File: src/rtl/boundary_scan_register_pkg.sv
// Shared types for the boundary-scan data register and its cells.
package boundary_scan_register_pkg;

  // Per-edge control bundle broadcast from the top level to every cell.
  typedef struct packed {
    logic cdr_evt;   // one-cycle capture/shift event (clock_dr rising)
    logic udr_evt;   // one-cycle update event (update_dr rising)
    logic shift_dr;  // 1 = shift on cdr_evt, 0 = capture on cdr_evt
    logic mode;      // 1 = drive pins from the update stage
  } bsr_ctrl_t;

endpackage

File: src/rtl/boundary_scan_register_bsr_cell.sv
// One boundary-scan cell: capture/shift flop feeding an update (hold) flop,
// plus the normal/test output mux in front of the pin.
module bsr_cell
  import boundary_scan_register_pkg::*;
(
  input  logic      clk,
  input  logic      reset,
  input  bsr_ctrl_t ctrl_i,
  input  logic      data_i,
  input  logic      serial_i,
  output logic      data_o,
  output logic      serial_o
);

  logic cap_q, cap_d;
  logic upd_q, upd_d;

  // Next-state for both stages; update samples the pre-edge capture value.
  always_comb begin
    cap_d = cap_q;
    upd_d = upd_q;
    if (ctrl_i.cdr_evt) begin
      cap_d = ctrl_i.shift_dr ? serial_i : data_i;
    end
    if (ctrl_i.udr_evt) begin
      upd_d = cap_q;
    end
  end

  // Stage registers; reset clears both stages.
  always_ff @(posedge clk) begin
    if (reset) begin
      cap_q <= 1'b0;
      upd_q <= 1'b0;
    end else begin
      cap_q <= cap_d;
      upd_q <= upd_d;
    end
  end

  assign serial_o = cap_q;
  assign data_o   = ctrl_i.mode ? upd_q : data_i;

endmodule

File: src/rtl/boundary_scan_register.sv
// JTAG boundary-scan data register: strobe edge detection plus a chain of
// cells. scan_in enters the MSB cell, the LSB cell drives scan_out.
module boundary_scan_register
  import boundary_scan_register_pkg::*;
#(
  parameter int size = 8
) (
  input  logic            system_clk,
  input  logic            reset,
  input  logic [size-1:0] data_in,
  output logic [size-1:0] data_out,
  input  logic            scan_in,
  output logic            scan_out,
  input  logic            shift_dr,
  input  logic            mode,
  input  logic            clock_dr,
  input  logic            update_dr
);

  logic      clk_dr_q, upd_dr_q;
  logic      cdr_evt, udr_evt;
  bsr_ctrl_t ctrl;
  logic [size:0] chain;

  // Strobe history; resets high so a strobe held high across reset is ignored.
  always_ff @(posedge system_clk) begin
    if (reset) begin
      clk_dr_q <= 1'b1;
      upd_dr_q <= 1'b1;
    end else begin
      clk_dr_q <= clock_dr;
      upd_dr_q <= update_dr;
    end
  end

  assign cdr_evt = clock_dr & ~clk_dr_q;
  assign udr_evt = update_dr & ~upd_dr_q;

  assign ctrl.cdr_evt  = cdr_evt;
  assign ctrl.udr_evt  = udr_evt;
  assign ctrl.shift_dr = shift_dr;
  assign ctrl.mode     = mode;

  // Serial chain runs from the MSB cell down to the LSB cell.
  assign chain[size] = scan_in;
  assign scan_out    = chain[0];

  generate
    for (genvar gi = 0; gi < size; gi++) begin : g_cell
      bsr_cell u_cell (
        .clk      (system_clk),
        .reset    (reset),
        .ctrl_i   (ctrl),
        .data_i   (data_in[gi]),
        .serial_i (chain[gi+1]),
        .data_o   (data_out[gi]),
        .serial_o (chain[gi])
      );
    end
  endgenerate

endmodule

File: config.mk
export PLATFORM = sky130hd
export DESIGN_NAME = boundary_scan_register
export DESIGN_NICKNAME = d
export VERILOG_FILES = /design/src/rtl/boundary_scan_register_pkg.sv /design/src/rtl/boundary_scan_register_bsr_cell.sv /design/src/rtl/boundary_scan_register.sv
export SDC_FILE = /design/constraint.sdc
export NUM_CORES = 1
export LEC_CHECK = 0
export ABC_AREA = 1
export CELL_PAD_IN_SITES_DETAIL_PLACEMENT = 1
export CELL_PAD_IN_SITES_GLOBAL_PLACEMENT = 1
export CORE_MARGIN = 8
export CORE_UTILIZATION = 38
export DETAILED_ROUTE_END_ITERATION = 8
export DONT_BUFFER_PORTS = 1
export PLACE_DENSITY_LB_ADDON = 0.1
export SLEW_MARGIN = 20
export SYNTH_ARGS = -nofsm -noshare
export SYNTH_HDL_FRONTEND = slang
export SYNTH_SLANG_ARGS = --single-unit
File: constraint.sdc
create_clock -name system_clk -period 0.8 [get_ports system_clk]
set_input_delay 0.04 -clock system_clk [delete_from_list [all_inputs] [get_ports system_clk]]
set_output_delay 0.04 -clock system_clk [all_outputs]
set_load 0.01 [all_outputs]
==> results.cfg <==
[synth]
synth_flop_cell = dfxtp_1
synth_edf_count = 0
syn_avg_cell_area_um2 = 6.85
yosys.area.top_type = dfxtp_1
synthArstFlopShare_pct = 0
synth_area_leaders = dfxtp_1 37%, nand2_1 16%, nor2_1 12%, mux2_2 9.1%, buf_4 6.9%
yosysTopAreaCellShare_pct = 36.5
ys_types = 15
synth_area_um2 = 986
synth-seq-cells = 18
synth_nets = 159
synthMostInstantiatedCell = nand2_1
synth_seq_area_share_pct = 36.5
yosys_warnings = 0
ys_top_cells_by_count = 41 x nand2_1, 32 x nor2_1, 18 x dfxtp_1
synthCells = 144

[die]
fp.coreArea_mm2 = 0.00248
die_x_um = 66.9
io_pins = 24
initial_utilization_pct = 39.8
die_area_mm2 = 0.00448
rows = 18
die_h_um = 66.9

[timing]
setup_ws_ns = -0.145
setup_viol = 24
slew_headroom_pct = 77.2
drv_slew = 0
max_freq_mhz = 1060
finalClockSkew_ns = 0.00365
worst_pin_slew_ns = 0.342
fin_crit_ns = 0.945
rsz0062_at_grt = true
hold_violations = 0
finalCritPeriodShare_pct = 118

[setup_path]
critPathBufInv = 0
crit_path_max_fanout = 2
cp_cell_sequence = mux2_4
end_kind = primary output
worstSetupStartpointType = flip-flop
required_ns = 0.76
path_delay_family = flip-flops
crit_path_max_incr_delay_ns = 0.34
arrival_ns = 0.91
path_class = flip-flop to primary output
cpMaxStageDelayCell = dfxtp_2

[drt]
drt_iter0_drc = 26
antenna_left = 0
vias = 867
via_per_inst = 4.71
wirelength_um = 2700
drc = 0
routedWlPerCell_um = 14.7
drt-pass1-iter-count = 4

[clock_network]
clk_path_buf_depth = 2
clock_latency_ns = 0.29
cts_max_level = 1
clkSinkCount = 18
cts_root_buf = clkbuf_4
clk_pin_slew_ns = 0.11
cts_tree = yes
numCtsBuffers = 3

[global_route]
track_usage_pct = 13.1
grt_first_pass_wirelength_um = 4530
grt_antenna_before_repair = 0
grt_overflow_total = 0
grt_pass1_vias = 926
grt_start_max_net_pins = 18

[status]
violations = negative setup slack
status = finished with violations

[place]
port-buffer-count = 0
place_congestion = 0.732
dp_hpwl_um = 1700

[flow_run]
maxCapViolations = 0

[finish]
areaGrowthSynthToFinish_pct = 29.8
layout-drive-gt1-share_pct = 37.7
fin_nets = 170
n_antenna_cell = 0
final_util_pct = 51.7

[power]
power_density_mw_per_mm2 = 1520
vdd_drop_max_mv = 0.877
power_uw = 1940
total_leakage_power_uw = 0.000664

[hold_path]
min_path_type = input pin to flip-flop
## metal layers
layer | up-vias | wire length, um | track usage (%)
li1 | 441 | - | -
met1 | 413 | 1230 | 15.8
met2 | 11 | 1330 | 22.1
met3 | 2 | 123 | 3.36
met4 | 0 | 19 | 3.92
met5 | - | 0 | 0
## path summary, 6_finish.rpt
kind | from | to | slack (ns) | cells after the start
max | g_cell[5].u_cell.upd_q | data_out[5] | -0.15 | 1
min | data_in[5] | g_cell[5].u_cell.serial_o | 0.01 | 4
max reg2reg | clk_dr_q | g_cell[2].u_cell.serial_o | -0.10 | 4
min reg2reg | g_cell[2].u_cell.upd_q | g_cell[2].u_cell.upd_q | 0.49 | 2
## power breakdown
group | switching (uW) | leakage (uW) | total [uW] | internal [uW]
registers | 34.8 | 0.000151 | 981 | 946
logic | 196 | 0.000491 | 380 | 184
clock network | 301 | 0.0000210 | 578 | 277
total | 532 | 0.000664 | 1940 | 1410
## cells in the final DEF, fill, tap and decap left out
master          Yosys  layout
nand2_1            41      31
nor2_1             32      24
inv_1              17      16
nand2_2             1      10
dfxtp_2             0      10
dlygate4sd3_1       0      10
mux2_4              0       8
dfxtp_1            18       7
nor2_2              0       6
o21ai_1             1       6
clkbuf_4            0       3
buf_4               9       3
inv_4               0       2
nor2_4              0       2
o21ai_2             0       2
inv_2               4       2
nand2_4             1       2
dlymetal6s4s_1      0       2
nand2_8             0       1
clkinv_8            0       1
nor2_8              1       1
clkinv_4            1       1
or2_2               1       1
dfxtp_4             0       1
clkbuf_8            0       1
buf_6               2       1
## cell families after synthesis
kind of cell	Yosys count	synth area share, %
and+or+nand+nor	77	32.2
DFF	18	36.5
AOI/OAI and AO/OA	8	4.06
buffers and inverters	33	18.0
muxes	8	9.14
## area by class of cell
cell class,instances,area [um^2]
tap,30,37.5
fill,317,1200
multi-input combinational,94,566
clock buffer,4,36.3
sequential,18,377
inverter,22,105
timing repair buffer,16,159
## through the flow
step | instances | setup TNS [ns] | hold slack, ns | setup WS, ns | instance area [um^2]
detailed placement | 164 | -1.27 | 0.148 | -0.147 | 942
global placement | 164 | -1.02 | 0.145 | -0.125 | 942
finish | 184 | -1.95 | 0.0147 | -0.145 | 1280
CTS | 182 | -2.34 | 0.0158 | -0.159 | 1190
global route | 184 | -3.12 | 0.0259 | -0.178 | 1280
floorplan | 144 | 0 | 0.144 | 0.0578 | 987
## flip-flops by register name (all words and copies together), names as in the netlist
| name | cells |
|---|---|
| upd_dr_q | 1 |
| g_cell.u_cell.serial_o | 8 |
| g_cell.u_cell.upd_q | 8 |
| clk_dr_q | 1 |
## repair_timing
| action | CTS | global route |
|---|---|---|
| endpoints found under the setup margin | 25 | 26 |
| cloned | 1 | 0 |
| pin swaps | 12 | 13 |
| setup buffers | 1 | 2 |
| hold endpoints to repair | 18 | 0 |
| gates resized for setup | 32 | 30 |
| hold buffers | 12 | 0 |
Power figures use the tool's default switching activity.
